## config.mk

```make
export PLATFORM = sky130hd
export DESIGN_NAME = pc_unit_flat
export DESIGN_NICKNAME = d
export VERILOG_FILES = /design/src/rtl/pc_pkg.sv /design/src/rtl/pc_unit_if.sv /design/src/rtl/return_address_stack.sv /design/src/rtl/pc_unit.sv /design/src/flat_wrapper.sv
export SDC_FILE = /design/constraint.sdc
export NUM_CORES = 1
export LEC_CHECK = 0
export ABC_AREA = 1
export CELL_PAD_IN_SITES_DETAIL_PLACEMENT = 1
export CELL_PAD_IN_SITES_GLOBAL_PLACEMENT = 1
export CORE_UTILIZATION = 32
export CTS_CLUSTER_DIAMETER = 60
export DETAILED_ROUTE_END_ITERATION = 6
export PLACE_DENSITY = 0.82
export SYNTH_ARGS = -nofsm -noshare
export SYNTH_HDL_FRONTEND = slang
export SYNTH_SLANG_ARGS = --single-unit
```

## constraint.sdc

```tcl
create_clock -name clk -period 3.85 [get_ports clk]
set_input_delay 0.77 -clock clk [delete_from_list [all_inputs] [get_ports clk]]
set_output_delay 0.77 -clock clk [all_outputs]
set_load 0.02 [all_outputs]
```

## src/rtl/pc_pkg.sv

```systemverilog
// Shared constants for the program-counter unit: next-PC source encodings,
// the sequential increment and the word-alignment mask.
package pc_pkg;

    localparam logic [2:0] PC_SEL_SEQ  = 3'd0;
    localparam logic [2:0] PC_SEL_BR   = 3'd1;
    localparam logic [2:0] PC_SEL_J    = 3'd2;
    localparam logic [2:0] PC_SEL_JR   = 3'd3;
    localparam logic [2:0] PC_SEL_CALL = 3'd4;
    localparam logic [2:0] PC_SEL_RET  = 3'd5;

    localparam int unsigned PC_INC = 4;

    // Wide enough for any PC_W up to 64; callers slice [PC_W-1:0].
    localparam logic [63:0] PC_ALIGN_MASK = ~64'h3;

endpackage

```

## src/rtl/pc_unit_if.sv

```systemverilog
// Control and status bundle between the fetch logic (master) and pc_unit (slave).
interface pc_unit_if #(
    parameter int unsigned PC_W = 32
);
    logic            en;
    logic [2:0]      sel;
    logic            br_taken;
    logic [15:0]     br_off;
    logic [25:0]     j_target;
    logic [PC_W-1:0] jr_target;
    logic [PC_W-1:0] pc;
    logic [PC_W-1:0] pc_plus4;
    logic            ras_empty;
    logic            ras_full;
    logic            ras_err;

    modport master (
        output en, sel, br_taken, br_off, j_target, jr_target,
        input  pc, pc_plus4, ras_empty, ras_full, ras_err
    );

    modport slave (
        input  en, sel, br_taken, br_off, j_target, jr_target,
        output pc, pc_plus4, ras_empty, ras_full, ras_err
    );
endinterface

```

## src/rtl/return_address_stack.sv

```systemverilog
// Circular return-address stack: push overwrites the oldest entry when full,
// pop on empty is ignored; both misuse cases set a sticky error flag.
module return_address_stack
    import pc_pkg::*;
#(
    parameter int unsigned W     = 32,
    parameter int unsigned DEPTH = 4
) (
    input  logic         clk,
    input  logic         rst,
    input  logic         push,
    input  logic         pop,
    input  logic [W-1:0] din,
    output logic [W-1:0] dout,
    output logic         empty,
    output logic         full,
    output logic         err
);
    localparam int unsigned PTR_W = (DEPTH > 1) ? $clog2(DEPTH) : 1;
    localparam int unsigned CNT_W = $clog2(DEPTH + 1);

    logic [W-1:0]     mem_q [DEPTH];
    logic [W-1:0]     mem_d [DEPTH];
    logic [PTR_W-1:0] top_q, top_d, top_next, top_prev;
    logic [CNT_W-1:0] cnt_q, cnt_d;
    logic             empty_q, empty_d;
    logic             full_q, full_d;
    logic             err_q, err_d;

    // top_q is the next free slot; the most recent entry sits just below it.
    always_comb begin
        top_next = (top_q == PTR_W'(DEPTH - 1)) ? '0 : top_q + PTR_W'(1);
        top_prev = (top_q == '0) ? PTR_W'(DEPTH - 1) : top_q - PTR_W'(1);
    end

    assign dout  = mem_q[top_prev];
    assign empty = empty_q;
    assign full  = full_q;
    assign err   = err_q;

    always_comb begin
        mem_d = mem_q;
        top_d = top_q;
        cnt_d = cnt_q;
        err_d = err_q;
        if (push) begin
            mem_d[top_q] = din;
            top_d        = top_next;
            if (cnt_q == CNT_W'(DEPTH)) begin
                err_d = 1'b1;
            end else begin
                cnt_d = cnt_q + CNT_W'(1);
            end
        end else if (pop) begin
            if (cnt_q == '0) begin
                err_d = 1'b1;
            end else begin
                top_d = top_prev;
                cnt_d = cnt_q - CNT_W'(1);
            end
        end
        empty_d = (cnt_d == '0);
        full_d  = (cnt_d == CNT_W'(DEPTH));
    end

    always_ff @(posedge clk) begin
        if (rst) begin
            top_q   <= '0;
            cnt_q   <= '0;
            empty_q <= 1'b1;
            full_q  <= 1'b0;
            err_q   <= 1'b0;
        end else begin
            top_q   <= top_d;
            cnt_q   <= cnt_d;
            empty_q <= empty_d;
            full_q  <= full_d;
            err_q   <= err_d;
        end
    end

    // Contents need no reset: a zero count makes stale entries unreachable.
    always_ff @(posedge clk) begin
        mem_q <= mem_d;
    end

endmodule

```

## src/rtl/pc_unit.sv

```systemverilog
// Program-counter unit with sequential/branch/jump/call/return next-PC selection.
// Define PC_RAS_EN to build the return-address stack; otherwise CALL acts as J and RET as JR.
module pc_unit
    import pc_pkg::*;
#(
    parameter int unsigned     PC_W         = 32,
    parameter logic [PC_W-1:0] RESET_VECTOR = '0,
    parameter int unsigned     RAS_DEPTH    = 4
) (
    input  logic       clk,
    input  logic       rst,
    pc_unit_if.slave   bus
);
    logic [PC_W-1:0] pc_q, pc_d;
    logic [PC_W-1:0] pc_plus4;
    logic [PC_W-1:0] br_disp;
    logic [PC_W-1:0] j_addr;
    logic [PC_W-1:0] jr_addr;
    logic [PC_W-1:0] ras_top;
    logic            ras_hit;

    assign pc_plus4 = pc_q + PC_W'(PC_INC);
    assign br_disp  = {{(PC_W - 18){bus.br_off[15]}}, bus.br_off, 2'b00};
    assign j_addr   = {pc_plus4[PC_W-1:28], bus.j_target, 2'b00};
    assign jr_addr  = bus.jr_target & PC_ALIGN_MASK[PC_W-1:0];

`ifdef PC_RAS_EN
    logic ras_push, ras_pop, ras_empty_w, ras_full_w, ras_err_w;

    assign ras_push = bus.en && (bus.sel == PC_SEL_CALL);
    assign ras_pop  = bus.en && (bus.sel == PC_SEL_RET);
    assign ras_hit  = !ras_empty_w;

    return_address_stack #(
        .W     (PC_W),
        .DEPTH (RAS_DEPTH)
    ) u_ras (
        .clk   (clk),
        .rst   (rst),
        .push  (ras_push),
        .pop   (ras_pop),
        .din   (pc_plus4),
        .dout  (ras_top),
        .empty (ras_empty_w),
        .full  (ras_full_w),
        .err   (ras_err_w)
    );

    assign bus.ras_empty = ras_empty_w;
    assign bus.ras_full  = ras_full_w;
    assign bus.ras_err   = ras_err_w;
`else
    assign ras_hit       = 1'b0;
    assign ras_top       = '0;
    assign bus.ras_empty = 1'b1;
    assign bus.ras_full  = 1'b0;
    assign bus.ras_err   = 1'b0;
`endif

    always_comb begin
        pc_d = pc_q;
        if (bus.en) begin
            case (bus.sel)
                PC_SEL_BR:   pc_d = bus.br_taken ? pc_plus4 + br_disp : pc_plus4;
                PC_SEL_J:    pc_d = j_addr;
                PC_SEL_CALL: pc_d = j_addr;
                PC_SEL_JR:   pc_d = jr_addr;
                PC_SEL_RET:  pc_d = ras_hit ? ras_top : jr_addr;
                default:     pc_d = pc_plus4;
            endcase
        end
    end

    always_ff @(posedge clk) begin
        if (rst) begin
            pc_q <= RESET_VECTOR;
        end else begin
            pc_q <= pc_d;
        end
    end

    assign bus.pc       = pc_q;
    assign bus.pc_plus4 = pc_plus4;

endmodule

```

## src/flat_wrapper.sv

```systemverilog
// flat-port wrapper written by rule: the top's interface ports become plain ports
module pc_unit_flat import pc_pkg::*;
#(
    parameter int unsigned     PC_W         = 32,
    parameter logic [PC_W-1:0] RESET_VECTOR = '0,
    parameter int unsigned     RAS_DEPTH    = 4
)
  (clk, rst, bus_en, bus_sel, bus_br_taken, bus_br_off, bus_j_target, bus_jr_target, bus_pc, bus_pc_plus4, bus_ras_empty, bus_ras_full, bus_ras_err);
  pc_unit_if #(.PC_W(PC_W)) bus_i ();
  input  logic clk;
  input  logic rst;
  input wire logic [$bits(bus_i.en)-1:0] bus_en;
  input wire logic [$bits(bus_i.sel)-1:0] bus_sel;
  input wire logic [$bits(bus_i.br_taken)-1:0] bus_br_taken;
  input wire logic [$bits(bus_i.br_off)-1:0] bus_br_off;
  input wire logic [$bits(bus_i.j_target)-1:0] bus_j_target;
  input wire logic [$bits(bus_i.jr_target)-1:0] bus_jr_target;
  output wire logic [$bits(bus_i.pc)-1:0] bus_pc;
  output wire logic [$bits(bus_i.pc_plus4)-1:0] bus_pc_plus4;
  output wire logic [$bits(bus_i.ras_empty)-1:0] bus_ras_empty;
  output wire logic [$bits(bus_i.ras_full)-1:0] bus_ras_full;
  output wire logic [$bits(bus_i.ras_err)-1:0] bus_ras_err;
  assign bus_i.en = bus_en;
  assign bus_i.sel = bus_sel;
  assign bus_i.br_taken = bus_br_taken;
  assign bus_i.br_off = bus_br_off;
  assign bus_i.j_target = bus_j_target;
  assign bus_i.jr_target = bus_jr_target;
  assign bus_pc = bus_i.pc;
  assign bus_pc_plus4 = bus_i.pc_plus4;
  assign bus_ras_empty = bus_i.ras_empty;
  assign bus_ras_full = bus_i.ras_full;
  assign bus_ras_err = bus_i.ras_err;
  pc_unit #(.PC_W(PC_W), .RESET_VECTOR(RESET_VECTOR), .RAS_DEPTH(RAS_DEPTH)) u_core (.clk(clk), .rst(rst), .bus(bus_i));
endmodule
```

==> flow_metrics.py <==
metrics = {
    "synthesis": {
        "yosys_register_bits": 30,
        "netlist.area_leader.share": 0.202,
        "syn-instance-count": 876,
        "syn-cell-area_sq_um": 4990,
        "ys_types": 54,
        "synthTopCellsByArea": "nand2_1, dfxtp_1, inv_1",
        "post-synth-top-area-cell": "nand2_1",
        "synth_seq_area_share": 0.120,
        "syn_area_per_cell_sq_um": 5.70,
        "yosysWarnings": 0,
    },
    "timing": {
        "min_clock_period_post_route_ns": 3.49,
        "setup_repair_after_global_routing_missed_its_margin": "no",
        "slew_headroom": 0.301,
        "timing.clock.skew_ns": 0.00357,
        "timing_worst_slew_pin_value_ns": 1.05,
        "final.period_utilization": 0.908,
        "maxClockFrequency_mhz": 286,
        "finish_stage_setup_viols": 0,
        "timing_hold_violations_final": 0,
        "layout_setup_ws_ns": 0.355,
        "drv_slew": 0,
        "setup-tns-final_ns": 0,
    },
    "floorplan": {
        "floorplan.initialDensity": 0.328,
        "floorplan.rows": 45,
        "placeableCoreArea_sq_um": 15200,
        "die_y_um": 127,
        "die-width_um": 127,
        "die_area_sq_um": 16100,
        "ios": 148,
    },
    "power": {
        "power_frac_comb": 0.506,
        "power.switching_mw": 0.706,
        "max-vdd-ir-drop_mv": 0.160,
        "clockPowerShare": 0.266,
        "power.share.sequential": 0.227,
        "cellInternalPower_mw": 0.972,
        "powerDensity_nw_per_um2": 250,
        "swShare": 0.421,
        "power.leakage_nw": 3.29,
    },
    "critical_path": {
        "largest_stage_delay_on_the_critical_path_ns": 0.44,
        "slowest_stage": "dfxtp_1",
        "timing.rr.start": "u_core.bus.pc[8]",
        "setup.worst_path.class": "reg2reg",
        "critical_path.n_buffers_inverters": 2,
        "worst_setup_path_end_kind": "flop",
        "r2r_setup_slack_ns": 0.36,
        "cp_cell_sequence": "nand2_1 -> nor2_1 -> nand2_1 -> nor2_2 -> xnor2_1 -> inv_1 -> ha_1 -> nand2_1 -> nand2_1 -> o21bai_1 -> a21oi_1 -> nand2_1 -> nand2_1 -> nand2_1 -> or2_2 -> nand3_1 -> nand3b_1 -> nand2_1 -> inv_1",
        "critPathTopFamily": "simple AND/OR/NAND/NOR gates",
        "reg2reg_depth": 19,
        "timing.rr.end": "u_core.bus.pc[21]",
        "timing.critical_path.fanout_max": 5,
        "nature_of_the_critical_path_startpoint": "flop",
        "critical-path-top-cell-by-count": "nand2_1",
        "timing.critical_path.arrival_ns": 3.68,
        "worst_ep_required_time_ns": 4.03,
    },
    "flow_run": {
        "cap_violations": 0,
    },
    "clock_network": {
        "cts-buffers-inserted": 5,
        "clockRootBuffer": "clkbuf_16",
        "ctsHoldBuffers": 0,
        "buffer_count_from_post_cts_setup_fixing": 0,
        "cts_tree": "built",
        "cts.reportedPaths.clkPinSlew_ns": 0.06,
        "clock_tree.htree_level_count": 2,
        "clock_path_buffers": 2,
        "clock_sinks": 30,
        "worstSkewPairLatency_ns": 0.28,
    },
    "layout": {
        "multi_input_area_sq_um": 3710,
        "largest_register_ffs": 30,
        "area_growth_syn_to_layout_pct": 34.7,
        "antenna-diode-count": 0,
        "seq_area_sq_um": 601,
        "nets": 1130,
        "final-instance-count-excl-fill": 1203,
        "fillerInstances": 2112,
        "drive_above_1_share": 0.0778,
    },
    "placed_design": {
        "dpl.hpwl_um": 18100,
        "finalWeightedCongestion": 0.926,
        "dpl.cell_count": 1195,
        "port_buffers": 138,
        "place_ws_ns": 0.303,
    },
    "drt": {
        "detailedRoute.firstPassIterationCount": 5,
        "drt.antenna.violating_nets": 0,
        "route.detailed.wl_per_inst_um": 18.0,
        "post_drt_via_cell_ratio": 5.24,
        "dr_total_vias": 6302,
        "postRouteWirelength_um": 21700,
        "detailedRoute.firstIterationViolations": 367,
        "drc": 0,
    },
    "status": {
        "status": "finished clean",
    },
    "grt": {
        "wire_length_of_the_first_global_routing_pass_um": 34400,
        "grt_overflow": 0,
        "antenna_found_initial": 0,
        "grt_use_total": 0.274,
        "first_global_vias": 6367,
        "grt_max_degree": 32,
    },
    "hold_path": {
        "min_delay_worst_endpoint": "u_core.bus.pc[20]",
        "min_delay_path_depth": 2,
        "min-delay-start": "u_core.bus.pc[20]",
        "hold_path.class": "reg2reg",
    },
}
synth_stat cells, drive strengths merged:
cell type,count
o2111ai,3
dlygate4sd1,1
xor2,10
a31o,1
nand3,65
and2,1
o21a,2
o21bai,9
buf,12
o221ai,1
a211oi,2
nand2,278
conb,2
o211ai,5
o21ai,46
a22o,8
nor2,78
dfxtp,30
fa,1
nor4,3
ha,34
a21oi,65
nand3b,9
a41oi,2
clkbuf,11
nor3,14
a21o,3
or2,10
nand4,13
inv,141
a221oi,8
xnor2,5
a31oi,2
dlygate4sd3,1
worst max-delay path by stage:
stage,depth (start not counted),from,endpoint,slack (ns)
6_report,19,u_core.bus.pc[8],u_core.bus.pc[21],0.36
5_1_grt,19,u_core.bus.pc[2],u_core.bus.pc[26],0.06
4_1_cts,8,u_core.bus.pc[2],bus_pc_plus4[8],0.18
3_5_place_dp,21,u_core.bus.pc[11],u_core.bus.pc[23],0.30
3_3_place_gp,19,u_core.bus.pc[2],u_core.bus.pc[21],0.39
2_1_floorplan,19,u_core.bus.pc[2],u_core.bus.pc[21],0.68
cell type report:
class                      count  area share
multi-input combinational    685       0.552
timing repair buffer         151       0.220
sequential                    30      0.0894
inverter                     141      0.0787
tap                          188      0.0350
clock buffer                   8      0.0248
cells in the final DEF, fill, tap and decap left out, drive strengths merged, types with 2 or more instances in the layout:
| cell type | n |
|---|---|
| a211oi | 2 |
| a21o | 3 |
| a21oi | 65 |
| a221oi | 8 |
| a22o | 8 |
| a31oi | 2 |
| a41oi | 2 |
| buf | 13 |
| clkbuf | 8 |
| clkdlybuf4s50 | 138 |
| conb | 7 |
| dfxtp | 30 |
| ha | 34 |
| inv | 141 |
| nand2 | 278 |
| nand3 | 65 |
| nand3b | 9 |
| nand4 | 13 |
| nor2 | 78 |
| nor3 | 14 |
| nor4 | 3 |
| o2111ai | 3 |
| o211ai | 5 |
| o21a | 2 |
| o21ai | 46 |
| o21bai | 9 |
| or2 | 10 |
| xnor2 | 5 |
| xor2 | 10 |
metal layers:
| layer | vias to the layer above | share of wire | global-route usage |
|---|---|---|---|
| li1 | 3112 | - | - |
| met1 | 3042 | 0.48 | 0.374 |
| met2 | 128 | 0.47 | 0.466 |
| met3 | 20 | 0.033 | 0.0207 |
| met4 | 0 | 0.014 | 0.0658 |
| met5 | - | 0 | 0 |
power by group through the flow:
stage | clock network, mW | registers, mW | logic, mW
after floorplan | 0 | 0.403 | 0.472
after global routing | 0.459 | 0.385 | 0.929
after global placement | 0 | 0.384 | 0.818
final | 0.447 | 0.382 | 0.850
after CTS | 0.449 | 0.380 | 0.842
after detailed placement | 0 | 0.386 | 0.837
repair_timing:
action / 4_1_cts / 5_1_grt
endpoints found under the setup margin: 0 / 11
endpoints found under the hold margin: 0 / 0
gates resized for setup: 0 / 5
cells by family (layout without fill, tap and decap cells):
group | after synthesis | count (layout) | share of synthesized area
simple gates | 471 | 471 | 0.431
compound gates | 157 | 157 | 0.189
xor+xnor | 15 | 15 | 0.0263
other cells | 2 | 7 | 0.00151
buf+inv | 166 | 300 | 0.142
fa+ha+maj | 35 | 35 | 0.0893
flops | 30 | 30 | 0.120
metrics by stage:
step | instance area, sq um | utilization | total power [mW] | hold WS, ns
after floorplan | 5010 | - | 0.875 | 0.578
after global placement | 6540 | 0.430 | 1.20 | 0.540
after detailed placement | 6540 | 0.430 | 1.22 | 0.550
after CTS | 6710 | 0.441 | 1.67 | 0.558
after global routing | 6720 | 0.442 | 1.77 | 0.590
final | 6720 | 0.442 | 1.68 | 0.569
worst min-delay path, cell delays in order, from the launching register on:
cell	delay (ns)
dfxtp_1	0.37
nand2_1	0.10
a21oi_1	0.06
Power figures use the tool's default switching activity.
